$ cat src/rtl/stopwatch_pkg.sv
// Shared constants and types for the stopwatch display scanner.
package stopwatch_pkg;

    localparam int unsigned NUM_DIGITS = 4;

    localparam logic [6:0] SEG_BLANK = 7'h7F;
    localparam logic [6:0] SEG_DASH  = 7'h3F;
    localparam logic [3:0] AN_OFF    = 4'b1111;

    typedef logic [$clog2(NUM_DIGITS)-1:0] digit_idx_t;

    localparam digit_idx_t DIGIT_LAST = digit_idx_t'(NUM_DIGITS - 1);

    typedef enum logic {
        BlinkOff = 1'b0,
        BlinkOn  = 1'b1
    } blink_phase_e;

    // Active-low anode pattern selecting a single digit.
    function automatic logic [NUM_DIGITS-1:0] an_select(input digit_idx_t idx);
        an_select = ~(NUM_DIGITS'(1) << idx);
    endfunction

endpackage

$ cat src/rtl/bcd_to_7seg.sv
// BCD to active-low 7-segment decoder, segment order {g,f,e,d,c,b,a}.
// Non-decimal codes render as a dash.
module bcd_to_7seg
    import stopwatch_pkg::*;
(
    input  logic [3:0] bcd_i,
    output logic [6:0] seg_o
);

    always_comb begin
        seg_o = SEG_DASH;
        unique case (bcd_i)
            4'd0:    seg_o = 7'h40;
            4'd1:    seg_o = 7'h79;
            4'd2:    seg_o = 7'h24;
            4'd3:    seg_o = 7'h30;
            4'd4:    seg_o = 7'h19;
            4'd5:    seg_o = 7'h12;
            4'd6:    seg_o = 7'h02;
            4'd7:    seg_o = 7'h78;
            4'd8:    seg_o = 7'h00;
            4'd9:    seg_o = 7'h10;
            default: seg_o = SEG_DASH;
        endcase
    end

endmodule

$ cat src/rtl/stopwatch_display_scan.sv
// Four-digit multiplexed 7-segment scanner with frame snapshot, leading-zero
// blanking, per-digit decimal points and whole-display blinking.
module stopwatch_display_scan
    import stopwatch_pkg::*;
#(
    parameter int unsigned REFRESH_DIV  = 100000,
    parameter int unsigned BLINK_FRAMES = 125
) (
    input  logic        clk,
    input  logic        rst,
    input  logic [15:0] digits,
    input  logic [3:0]  dp_mask,
    input  logic        blank_lz,
    input  logic        blink_en,
    output logic [3:0]  an,
    output logic [6:0]  seg,
    output logic        dp
);

    localparam int unsigned PW = $clog2(REFRESH_DIV);
    localparam int unsigned FW = (BLINK_FRAMES > 1) ? $clog2(BLINK_FRAMES) : 1;

    logic [PW-1:0] presc_q, presc_d;
    digit_idx_t    idx_q, idx_d;
    logic [15:0]   snap_q, snap_d;
    logic [FW-1:0] frame_q, frame_d;
    blink_phase_e  phase_q, phase_d;
    logic [3:0]    an_q, an_d;
    logic [6:0]    seg_q, seg_d;
    logic          dp_q, dp_d;

    logic       tick;
    logic       wrap;
    logic [3:0] cur_bcd;
    logic [6:0] cur_seg;
    logic [3:0] lz;

    // Scan timing: prescaler, digit index, snapshot and blink cadence.
    always_comb begin
        tick    = (presc_q == PW'(REFRESH_DIV - 1));
        wrap    = tick && (idx_q == DIGIT_LAST);
        presc_d = tick ? '0 : presc_q + 1'b1;
        idx_d   = tick ? idx_q + 1'b1 : idx_q;
        snap_d  = wrap ? digits : snap_q;
        frame_d = frame_q;
        phase_d = phase_q;
        if (wrap) begin
            if (frame_q == FW'(BLINK_FRAMES - 1)) begin
                frame_d = '0;
                phase_d = (phase_q == BlinkOn) ? BlinkOff : BlinkOn;
            end else begin
                frame_d = frame_q + 1'b1;
            end
        end
    end

    // A digit is a leading zero when it and every more significant digit are zero.
    assign lz[3] = (snap_q[15:12] == 4'd0);
    assign lz[2] = (snap_q[15:8] == 8'd0);
    assign lz[1] = (snap_q[15:4] == 12'd0);
    assign lz[0] = 1'b0;

    assign cur_bcd = snap_q[{idx_q, 2'b00} +: 4];

    bcd_to_7seg u_dec (
        .bcd_i (cur_bcd),
        .seg_o (cur_seg)
    );

    // The edge that advances the index produces a dead cycle to avoid ghosting.
    always_comb begin
        an_d  = AN_OFF;
        seg_d = SEG_BLANK;
        dp_d  = 1'b1;
        if (!tick && !(blink_en && (phase_q == BlinkOff))) begin
            an_d  = an_select(idx_q);
            seg_d = (blank_lz && lz[idx_q]) ? SEG_BLANK : cur_seg;
            dp_d  = ~dp_mask[idx_q];
        end
    end

    always_ff @(posedge clk) begin
        if (rst) begin
            presc_q <= '0;
            idx_q   <= '0;
            snap_q  <= '0;
            frame_q <= '0;
            phase_q <= BlinkOn;
            an_q    <= AN_OFF;
            seg_q   <= SEG_BLANK;
            dp_q    <= 1'b1;
        end else begin
            presc_q <= presc_d;
            idx_q   <= idx_d;
            snap_q  <= snap_d;
            frame_q <= frame_d;
            phase_q <= phase_d;
            an_q    <= an_d;
            seg_q   <= seg_d;
            dp_q    <= dp_d;
        end
    end

    assign an  = an_q;
    assign seg = seg_q;
    assign dp  = dp_q;

endmodule

$ cat config.mk
export PLATFORM = sky130hd
export DESIGN_NAME = stopwatch_display_scan
export DESIGN_NICKNAME = d
export VERILOG_FILES = /design/src/rtl/stopwatch_pkg.sv /design/src/rtl/bcd_to_7seg.sv /design/src/rtl/stopwatch_display_scan.sv
export SDC_FILE = /design/constraint.sdc
export NUM_CORES = 1
export LEC_CHECK = 0
export CAP_MARGIN = 20
export CORE_UTILIZATION = 54
export CTS_CLUSTER_DIAMETER = 60
export DETAILED_ROUTE_END_ITERATION = 6
export PLACE_DENSITY = 0.79
export SLEW_MARGIN = 20
export SYNTH_ARGS = -nofsm -noshare
export SYNTH_HDL_FRONTEND = slang
export SYNTH_HIERARCHICAL = 1
export SYNTH_SLANG_ARGS = --single-unit
$ cat constraint.sdc
create_clock -name clk -period 2.2 [get_ports clk]
set_input_delay 0.44 -clock clk [delete_from_list [all_inputs] [get_ports clk]]
set_output_delay 0.44 -clock clk [all_outputs]
set_load 0.05 [all_outputs]
### Word-level counts from Yosys, hierarchy flattened

Memory sizes are Yosys's and may differ from the RTL's. A register that Yosys moved wholly into a read port is not among the register bits.
Cells that the tools add are included.
W data, S select, Z words.

* reductions and logical operators: 13
* multipliers: 0
* bitwise gates (word level): 4
* mux-type cells: 6
* magnitude comparators: 1
* add/sub/neg operators: 3
* divide/modulo/power cells: 0
* eq/ne operators: 3
* shift-type cells: 2

Operators with widths (count)
* $add A17 B1 Y17 const B: 1
* $eq A17 B17 Y1 const B: 1
* $shiftx A16 B5 Y4: 1
* $logic_not A12 Y1: 1
* $logic_not A8 Y1: 1
* $add A7 B1 Y7 const B: 1
* $eq A7 B7 Y1 const B: 1
* $mux W7: 1
* $bmux W1 S2: 2
* $logic_and A1 B1 Y1: 4
* $logic_not A4 Y1: 1
* $not A4 Y4: 1
* $reduce_or A2 Y1: 2
* $shl A1 B2 Y4 const A: 1
* $lt A2 B3 Y1 const B: 1
* $mux W1: 3
* $not A1 Y1: 3
* $reduce_or A3 Y1: 1
* $add A2 B1 Y2 const B: 1
* $eq A2 B2 Y1 const B: 1
* $logic_not A1 Y1: 2
* $reduce_and A2 Y1: 1

* memories kept: 1
* input bits: 24
* memory bits (read-only): 112
* output and inout bits: 12
* memory bits (writable): 0
* word-level logic and storage cells: 40
* latch bits: 0
* register bits after elaboration: 48

Memories
* (name not given): words 16, bits a word 7, rd ports 1, clocked after Yosys merged registers in 1, write ports 0, line bcd_to_7seg.sv:12 `unique case (bcd_i)`

### Longest topological paths before layout

Gate-level depths: netlist of the first run.

* depth in word-level cells: 6
* depth in mapped cells: 7

### Hierarchy

Netlist of the first run, hierarchy kept.

By module, submodules not included
* stopwatch_display_scan: cells an instance 269, area an instance 2458.6 sq um, sequential area each 1101.1 sq um, times used 1
* bcd_to_7seg: cells an instance 31, area an instance 230.2 sq um, sequential area each 0.0 sq um, times used 1

### Least setup slack after synthesis of the first run

OpenSTA, ideal clock, no wires.

* kind: register to register
* from: register idx_q[0]
* to: register seg_q[1] (netlist: seg[1])
* buffers on the path: 1
* period minus slack after synthesis: 1861 ps
* slack: 339 ps
* library setup time: 134 ps
* arrival time: 1726 ps
* stages on the path, launching flop included: 8
* data required time: 2066 ps
* cells stage by stage: dfxtp_1 > buf_2 > mux4_2 > inv_1 > ha_1 > nor2_1 > nor2_1 > nand3b_1

* elaborated cells between the ends (all ways): 5
* those cells by class: shift: 1; mux: 2; reduce/logical: 2

RTL lines
* start: declaration: line stopwatch_display_scan.sv:24 `digit_idx_t idx_q, idx_d;`
* start signal: assignment: line stopwatch_display_scan.sv:94 `idx_q <= idx_d;`
* $shiftx A16 B5 Y4: line stopwatch_display_scan.sv:63 `assign cur_bcd = snap_q[{idx_q, 2'b00} +: 4];`
* via cur_bcd[1]: line stopwatch_display_scan.sv:34 `logic [3:0] cur_bcd;`
* end: declaration: line stopwatch_display_scan.sv:29 `logic [6:0] seg_q, seg_d;`

The timed path passes the listed nets, and every way through them passes these cells. The select of a mux whose other input is x is not followed.
A chain may end at the register's enable or synchronous reset.

### Worst setup path after layout of the first run

Ends and elaborated chain as after synthesis.

==> flow_metrics.tcl, run 1 <==
set metrics [dict create \
    vias_per_cell 5.70 \
    gp_congestion 0.865 \
    fin_nets 367 \
    timing.rr.start "idx_q[0]" \
    synth.top_cell.area_share_pct 40.9 \
    slowest_delay_ns 0.63 \
    antenna_cells 0 \
    cap_violations 0 \
    yosys-top-cells-area "dfxtp_1 41%, ha_1 5.6%, a21oi_1 5.2%" \
    finalSetupViolations 0 \
    hold_viol 0 \
    p_switching_uw 382 \
    clock_tree.buffer_depth 2 \
    dp_slack_ns 0.281 \
    ys_ff_latch 55 \
    startpoint "idx_q[0]" \
    rsz0062_at_grt "no" \
    async_flop_share_pct 0 \
    sw_frac_of_total_pct 22.8 \
    grt_usage_pct 22.9 \
    area_growth_pct 17.5 \
    die-area_um2 5270 \
    ios 36 \
    finalClockSkew_ns 0.00667 \
    start_util_pct 56.6 \
    synth_top_cell_by_area "dfxtp_1" \
    vias 2274 \
    yosysSeqAreaShare_pct 40.9 \
    final.setup.worst_slack_ns 0.265 \
    first_pass_iters 4 \
    worst_hold_slack_ns 0.447 \
    critPathMaxFanout 7 \
    period_share_pct 88.0 \
    netlist_area_um2 2690 \
    overflow 0 \
    cts_hold_buf 0 \
    drtAntennaViolNets 0 \
    syn_inst 300 \
    drive_above_1_share_pct 8.43 \
    ctsResizeCount 0 \
    cts_tree "yes" \
    syn_area_per_cell_um2 8.96 \
    p_per_area_nw_per_um2 532 \
    dp_hpwl_mm 4.08 \
    irDropWorstVdd_uv 253 \
    comb_power_share_pct 7.8 \
    grt_max_degree 26 \
    worstPathArrival_ns 2.11 \
    power_leakage_nw 1.12 \
    grt_pass1_wl_mm 9.43 \
    min_path_type "reg2reg" \
    core_um2 4750 \
    start_kind "flip-flop" \
    die_y_um 72.6 \
    die_w_um 72.6 \
    relSlewSlack_pct 64.7 \
    io_buffers 35 \
    synth.distinct_cells 49 \
    crit_chain "mux4_2, inv_1, ha_1, nor2_1, nor2_1, nand3b_1" \
    intPower_mw 1.30 \
    placed_area_um2 3080 \
    fill_cells 411 \
    clock-sinks 55 \
    numCtsBuffers 5 \
    fin_crit_ns 1.94 \
    hp-start "presc_q[0]" \
    route.detailed.drc 0 \
    crit_slowest_cell "mux4_2" \
    antenna_found_initial 0 \
    path_class "reg2reg" \
    required_ns 2.38 \
    drtIter0Drc 262 \
    p_seq_share_pct 60.3 \
    grt_pass1_vias 2074 \
    maxSlewViolCount 0 \
    max_freq_mhz 517 \
    fin_area_um2 3160 \
    post_cts_buffers 0 \
    htreeDepth 2 \
    wl_per_cell_um 14.0 \
    status "completed" \
    synth_ff_type "dfxtp_1" \
    worst_path_most_repeated_cell "nor2_1" \
    synth_edf_count 0 \
    instances_no_fill 399 \
    rows 25 \
    endpoint_kind "flip-flop" \
    dp_cells 391 \
    synth_nets 336 \
    routed_wl_mm 5.59 \
    clockPowerShare_pct 31.9 \
    root_buffer "clkbuf_8" \
    clk_pin_slew_ns 0.09 \
    tightest_slew_ns 0.527 \
    yosysWarnings 6 \
    worstSkewPairLatency_ns 0.30 \
    fin_tns_setup_ns 0 \
]
flip-flops by register name, summed over array words and instances, names as in the netlist:
signal / cells
frame_q: 7
seg: 7
an: 4
idx_q: 2
phase_q: 1
snap_q: 16
dp: 1
presc_q: 17
per-stage QoR:
step	utilization, %	power [mW]
after floorplan	-	1.10
after global placement	64.7	1.16
after detailed placement	64.7	1.17
after CTS	66.4	1.69
after global routing	66.4	1.73
final	66.4	1.68
power by group through the flow:
stage	clock network [mW]	registers (mW)	logic (mW)
finish	0.536	1.01	0.131
global route	0.575	1.01	0.138
CTS	0.547	1.01	0.131
detailed placement	0	1.04	0.130
global placement	0	1.04	0.129
floorplan	0	1.06	0.0344
per-layer routing:
layer	up-vias	track usage (%)	share of wire, %
met5	-	0	0
li1	1131	-	-
met2	46	34.5	44
met1	1088	33.0	51
met4	0	7.84	1.6
met3	9	4.31	3.7
cell families (layout without fill, tap and decap cells):
kind of cell,count (synthesis),after routing,synth area share (%)
adders and majority gates,12,12,5.58
DFF,55,55,40.9
xor gates and xnor gates,10,10,3.26
muxes,7,7,4.93
and+or+nand+nor,108,108,23.1
buffers and inverters,34,66,6.14
AOI/OAI and AO/OA,74,74,16.1
cells in the mapped netlist, types with 3 or more instances:
master,number
mux4_2,5
nand3_1,27
a21oi_1,28
inv_1,14
and2_1,3
xor2_1,8
a311oi_1,5
nand2_1,16
and3_1,3
or4_1,6
buf_2,8
nand3b_1,7
o21ai_0,27
clkbuf_1,7
nand4_1,7
dfxtp_1,55
a31oi_1,3
ha_1,12
nor2_1,18
buf_6,3
placed cells by master, fill, tap and decap left out, types with 5 or more instances in the layout:
cell / netlist / final
nand3b_1: 7 / 7
nand4_1: 7 / 7
clkbuf_8: 0 / 5
a21oi_1: 28 / 28
a311oi_1: 5 / 5
dfxtp_1: 55 / 55
xor2_1: 8 / 8
nor2_1: 18 / 18
inv_1: 14 / 14
clkdlybuf4s50_1: 0 / 35
nand3_1: 27 / 27
ha_1: 12 / 12
nand2_1: 16 / 16
mux4_2: 5 / 5
o21ai_0: 27 / 27
or4_1: 6 / 6
buf_4: 1 / 9
worst paths after layout:
| check | endpoint | slack, ns | depth (start not counted) |
|---|---|---|---|
| worst min-delay path | presc_q[0] | 0.45 | 1 |
| worst min register to register | presc_q[0] | 0.45 | 1 |
| worst max register to register | seg[1] | 0.26 | 6 |
| worst max-delay path | seg[1] | 0.26 | 6 |
final cells by class:
cell class / instances / area (µm²) / area share [%]
sequential: 55 / 1100 / 34.9
tap: 67 / 83.8 / 2.65
clock buffer: 7 / 76.3 / 2.42
inverter: 14 / 52.6 / 1.66
timing repair buffer: 44 / 418 / 13.2
multi-input combinational: 211 / 1420 / 45.0
clock inverter: 1 / 5.00 / 0.158
worst max-delay path, delay by kind of cell (launching register included):
kind / cells / cell delay [ns]
multiplexers: 1 / 0.63
adder cells (fa/ha/maj): 1 / 0.26
AND/OR/NAND/NOR: 3 / 0.30
flip-flops: 1 / 0.48
buffers and inverters: 1 / 0.14
Power figures use the tool's default switching activity.
==> run 2: changes to the inputs <==
- CELL_PAD_IN_SITES_DETAIL_PLACEMENT: unset -> 1
- CELL_PAD_IN_SITES_GLOBAL_PLACEMENT: unset -> 2
- CORE_UTILIZATION: 54 -> 33
- GPL_ROUTABILITY_DRIVEN: unset -> 0
- PLACE_DENSITY: 0.79 -> unset
- PLACE_DENSITY_LB_ADDON: unset -> 0.1
==> flow_metrics.tcl, run 2 (synthesis results as in run 1) <==
set metrics [dict create \
    worstPathArrival_ns 2.17 \
    die-area_um2 8510 \
    antenna_cells 0 \
    wl_per_cell_um 15.1 \
    worst_hold_slack_ns 0.447 \
    cts_tree "yes" \
    grt_pass1_wl_mm 11.2 \
    worstSkewPairLatency_ns 0.30 \
    crit_slowest_cell "and3_1" \
    power_mw 1.68 \
    die_y_um 92.3 \
    start_kind "flip-flop" \
    power_leakage_nw 1.13 \
    relSlewSlack_pct 62.2 \
    max_freq_mhz 505 \
    final_common_cell "dfxtp_1" \
    path_class "reg2reg" \
    first_pass_iters 4 \
    top_register "presc_q" \
    cap_violations 0 \
    clockPowerShare_pct 32.1 \
    numCtsBuffers 5 \
    area_growth_pct 19.8 \
    p_per_area_nw_per_um2 522 \
    path_buf_inv 1 \
    fill_cells 933 \
    drtAntennaViolNets 0 \
    final_cell_mix "55 x dfxtp_1, 35 x clkdlybuf4s50_1, 28 x a21oi_1, 27 x o21ai_0, 27 x nand3_1" \
    fin_tns_setup_ns 0 \
    p_switching_uw 385 \
    intPower_mw 1.30 \
    clock-sinks 55 \
    min_path_type "reg2reg" \
    p_seq_share_pct 60.2 \
    vias 2222 \
    cts_hold_buf 0 \
    start_util_pct 34.4 \
    worst_r2r_path_depth 5 \
    clk_pin_slew_ns 0.09 \
    placed_area_um2 3130 \
    grt_max_degree 29 \
    multi_input_area_um2 1430 \
    hold_viol 0 \
    endpoint_kind "flip-flop" \
    finalSetupViolations 0 \
    critPathMaxFanout 17 \
    period_share_pct 90.0 \
    overflow 0 \
    rsz0062_at_grt "no" \
    htreeDepth 2 \
    io_buffers 35 \
    status "completed" \
    route.detailed.drc 0 \
    fin_area_um2 3220 \
    fin_crit_ns 1.98 \
    slowest_delay_ns 0.60 \
    grt_pass1_vias 2117 \
    sw_frac_of_total_pct 22.9 \
    routed_wl_mm 6.58 \
    top_regs "presc_q x17, snap_q x16" \
    tightest_slew_ns 0.565 \
    ios 36 \
    rows 32 \
    finalClockSkew_ns 0.00187 \
    drive_above_1_share_pct 8.71 \
    antenna_found_initial 0 \
    worst-path-stages 5 \
    dp_hpwl_mm 4.87 \
    hold_depth 1 \
    crit_chain "nor4bb_1, and3_1, a21o_1, buf_4, nor2_1" \
    required_ns 2.39 \
    maxSlewViolCount 0 \
    clock_tree.buffer_depth 2 \
    irDropWorstVdd_uv 240 \
    grt_usage_pct 16.4 \
    core_um2 7810 \
    drtIter0Drc 31 \
    root_buffer "clkbuf_8" \
    fin_nets 368 \
    largest_reg_flops 17 \
    regArea_um2 1100 \
    comb_power_share_pct 7.7 \
    crit_family "simple AND/OR/NAND/NOR gates" \
    vias_per_cell 5.11 \
    die_w_um 92.3 \
]
==> run 2: layout make-up <==
class                      instances  area share [%]
sequential                        55            34.2
tap                              102            3.96
multi-input combinational        211            44.5
clock inverter                     1           0.155
timing repair buffer              45            13.2
inverter                          14            1.63
clock buffer                       7            2.37
==> run 2: metal layers <==
metal	GRT usage [%]	vias up	part of all wire [%]
li1	-	1139	-
met1	24.7	1040	53
met2	24.1	37	43
met3	2.74	6	3.2
met4	4.30	0	0.99
met5	0	-	0
==> run 2: through the flow <==
step,worst slack (ns),utilization [%],std cells
final,0.221,41.3,435
after CTS,0.209,41.1,435
after global placement,0.249,40.1,427
after floorplan,0.339,-,300
after detailed placement,0.225,40.1,427
after global routing,0.0156,41.3,435
==> run 2: worst register-to-register path, delay by kind of cell (launching register included) <==
family                 cells  cell delay, ns
buffers and inverters      1            0.22
flip-flops                 1            0.36
AND/OR/NAND/NOR            3            1.10
AO/OA/AOI/OAI              1            0.20
==> run 2: timing repair <==
action	in CTS	in global routing
buffers inserted	0	0
setup endpoints to repair	0	1
resized for setup	0	1
==> run 2: worst paths after layout <==
check	from	to	slack [ns]
min	presc_q[0]	presc_q[0]	0.45
max	presc_q[16]	presc_q[10]	0.22
min reg2reg	presc_q[0]	presc_q[0]	0.45
max reg2reg	presc_q[16]	presc_q[10]	0.22
==> run 2: power by group through the flow <==
stage | Combinational, mW | Sequential (mW) | Clock, mW
after CTS | 0.130 | 1.01 | 0.570
after detailed placement | 0.130 | 1.04 | 0
after global routing | 0.140 | 1.01 | 0.609
after floorplan | 0.0344 | 1.06 | 0
after global placement | 0.129 | 1.04 | 0
final | 0.129 | 1.01 | 0.539
==> run 3: changes to the inputs <==
- REMOVE_ABC_BUFFERS: unset -> 1
==> flow_metrics.tcl, run 3 (synthesis results as in run 1) <==
set metrics [dict create \
    required_ns 2.38 \
    routed_wl_mm 6.75 \
    cts_hold_buf 0 \
    clk_pin_slew_ns 0.10 \
    crit_family "multiplexers" \
    crit_chain "mux4_2, inv_1, ha_1, nor2_1, nor2_1, nand3b_1" \
    post_cts_buffers 0 \
    final_common_cell "dfxtp_1" \
    r2r_end "seg[1]" \
    fin_nets 368 \
    rsz0062_at_grt "no" \
    ios 36 \
    cap_violations 0 \
    hold_depth 1 \
    clock-sinks 55 \
    irDropWorstVdd_uv 227 \
    worstPathArrival_ns 2.14 \
    start_kind "flip-flop" \
    worstSkewPairLatency_ns 0.31 \
    io_buffers 35 \
    top_regs "presc_q x17, snap_q x16" \
    vias 2271 \
    grt_max_degree 28 \
    worst_path_most_repeated_cell "nor2_1" \
    start_util_pct 34.4 \
    status "completed" \
    max_freq_mhz 510 \
    dp_hpwl_mm 4.84 \
    antenna_cells 0 \
    slowest_delay_ns 0.64 \
    power_mw 1.84 \
    hold_end "presc_q[0]" \
    largest_reg_flops 17 \
    top_register "presc_q" \
    maxSlewViolCount 0 \
    finalSetupViolations 0 \
    drtAntennaViolNets 0 \
    die_y_um 92.3 \
    hold_viol 0 \
    htreeDepth 2 \
    power_leakage_nw 1.15 \
    path_buf_inv 1 \
    root_buffer "clkbuf_8" \
    vias_per_cell 5.22 \
    area_growth_pct 20.8 \
    route.detailed.drc 0 \
    timing.rr.start "idx_q[0]" \
    ctsResizeCount 0 \
    path_class "reg2reg" \
    die-area_um2 8510 \
    clock_tree.buffer_depth 2 \
    p_per_area_nw_per_um2 568 \
    first_pass_iters 4 \
    endpoint_kind "flip-flop" \
    critPathMaxFanout 7 \
    final_cell_mix "55 x dfxtp_1, 35 x clkdlybuf4s50_1, 28 x a21oi_1, 27 x o21ai_0, 27 x nand3_1" \
    drive_above_1_share_pct 9.31 \
    die_w_um 92.3 \
    drtIter0Drc 47 \
    period_share_pct 89.2 \
    worst_r2r_path_depth 6 \
    crit_slowest_cell "mux4_2" \
    grt_pass1_vias 2279 \
    fin_tns_setup_ns 0 \
    cts_tree "yes" \
    fin_area_um2 3250 \
    finalClockSkew_ns 0.00672 \
    core_um2 7810 \
    hp-start "presc_q[0]" \
    overflow 0 \
    grt_usage_pct 17.0 \
    antenna_found_initial 0 \
    wl_per_cell_um 15.5 \
    tightest_slew_ns 0.646 \
    relSlewSlack_pct 56.8 \
    grt_pass1_wl_mm 11.4 \
    r2r_slack_ns 0.24 \
    placed_area_um2 3130 \
    fin_crit_ns 1.96 \
    min_path_type "reg2reg" \
    rows 32 \
    numCtsBuffers 5 \
]
[run 3: changes by cell type in the layout (fill, tap and decap cells not counted), sizes merged]
cell    previous run  this run
clkbuf             7         6
bufinv             0         1
[run 3: worst max-delay path by stage]
stage             start  depth (start not counted)      to  slack, ns
2_1_floorplan  idx_q[0]                          6  seg[1]       0.30
3_3_place_gp   idx_q[0]                          6  seg[1]       0.28
3_5_place_dp   idx_q[0]                          6  seg[1]       0.26
4_1_cts        idx_q[0]                          6  seg[1]       0.24
5_1_grt        idx_q[0]                          6  seg[1]        0.1
6_report       idx_q[0]                          6  seg[1]       0.24
[run 3: metrics by stage]
stage	worst slack, ns	instances	util, %	hold slack (ns)
6_report	0.238	435	41.6	0.445
3_5_place_dp	0.259	427	40.1	0.435
4_1_cts	0.237	435	41.6	0.454
3_3_place_gp	0.277	427	40.1	0.424
2_1_floorplan	0.298	280	-	0.413
5_1_grt	0.0984	435	41.6	0.477
[run 3: report_power, final]
part	switching, mW	internal (mW)	leakage [nW]
clock network	0.331	0.369	0.0612
logic	0.0658	0.0642	0.642
registers	0.00521	1.01	0.447
total	0.402	1.44	1.15
[run 3: metal layers]
| metal | track usage (%) | share of wire (%) | up-vias |
|---|---|---|---|
| met1 | 21.9 | 48 | 1105 |
| met3 | 2.82 | 2.1 | 8 |
| met2 | 29.3 | 49 | 25 |
| met5 | 0 | 0 | - |
| li1 | - | - | 1133 |
| met4 | 4.69 | 1.0 | 0 |
[run 3: layout make-up]
cell class                 count  area (µm²)
fill                         917        4560
multi-input combinational    211        1420
sequential                    55        1100
timing repair buffer          45         425
tap                          102         128
clock buffer                   6        82.6
inverter                      14        52.6
clock inverter                 2        35.0
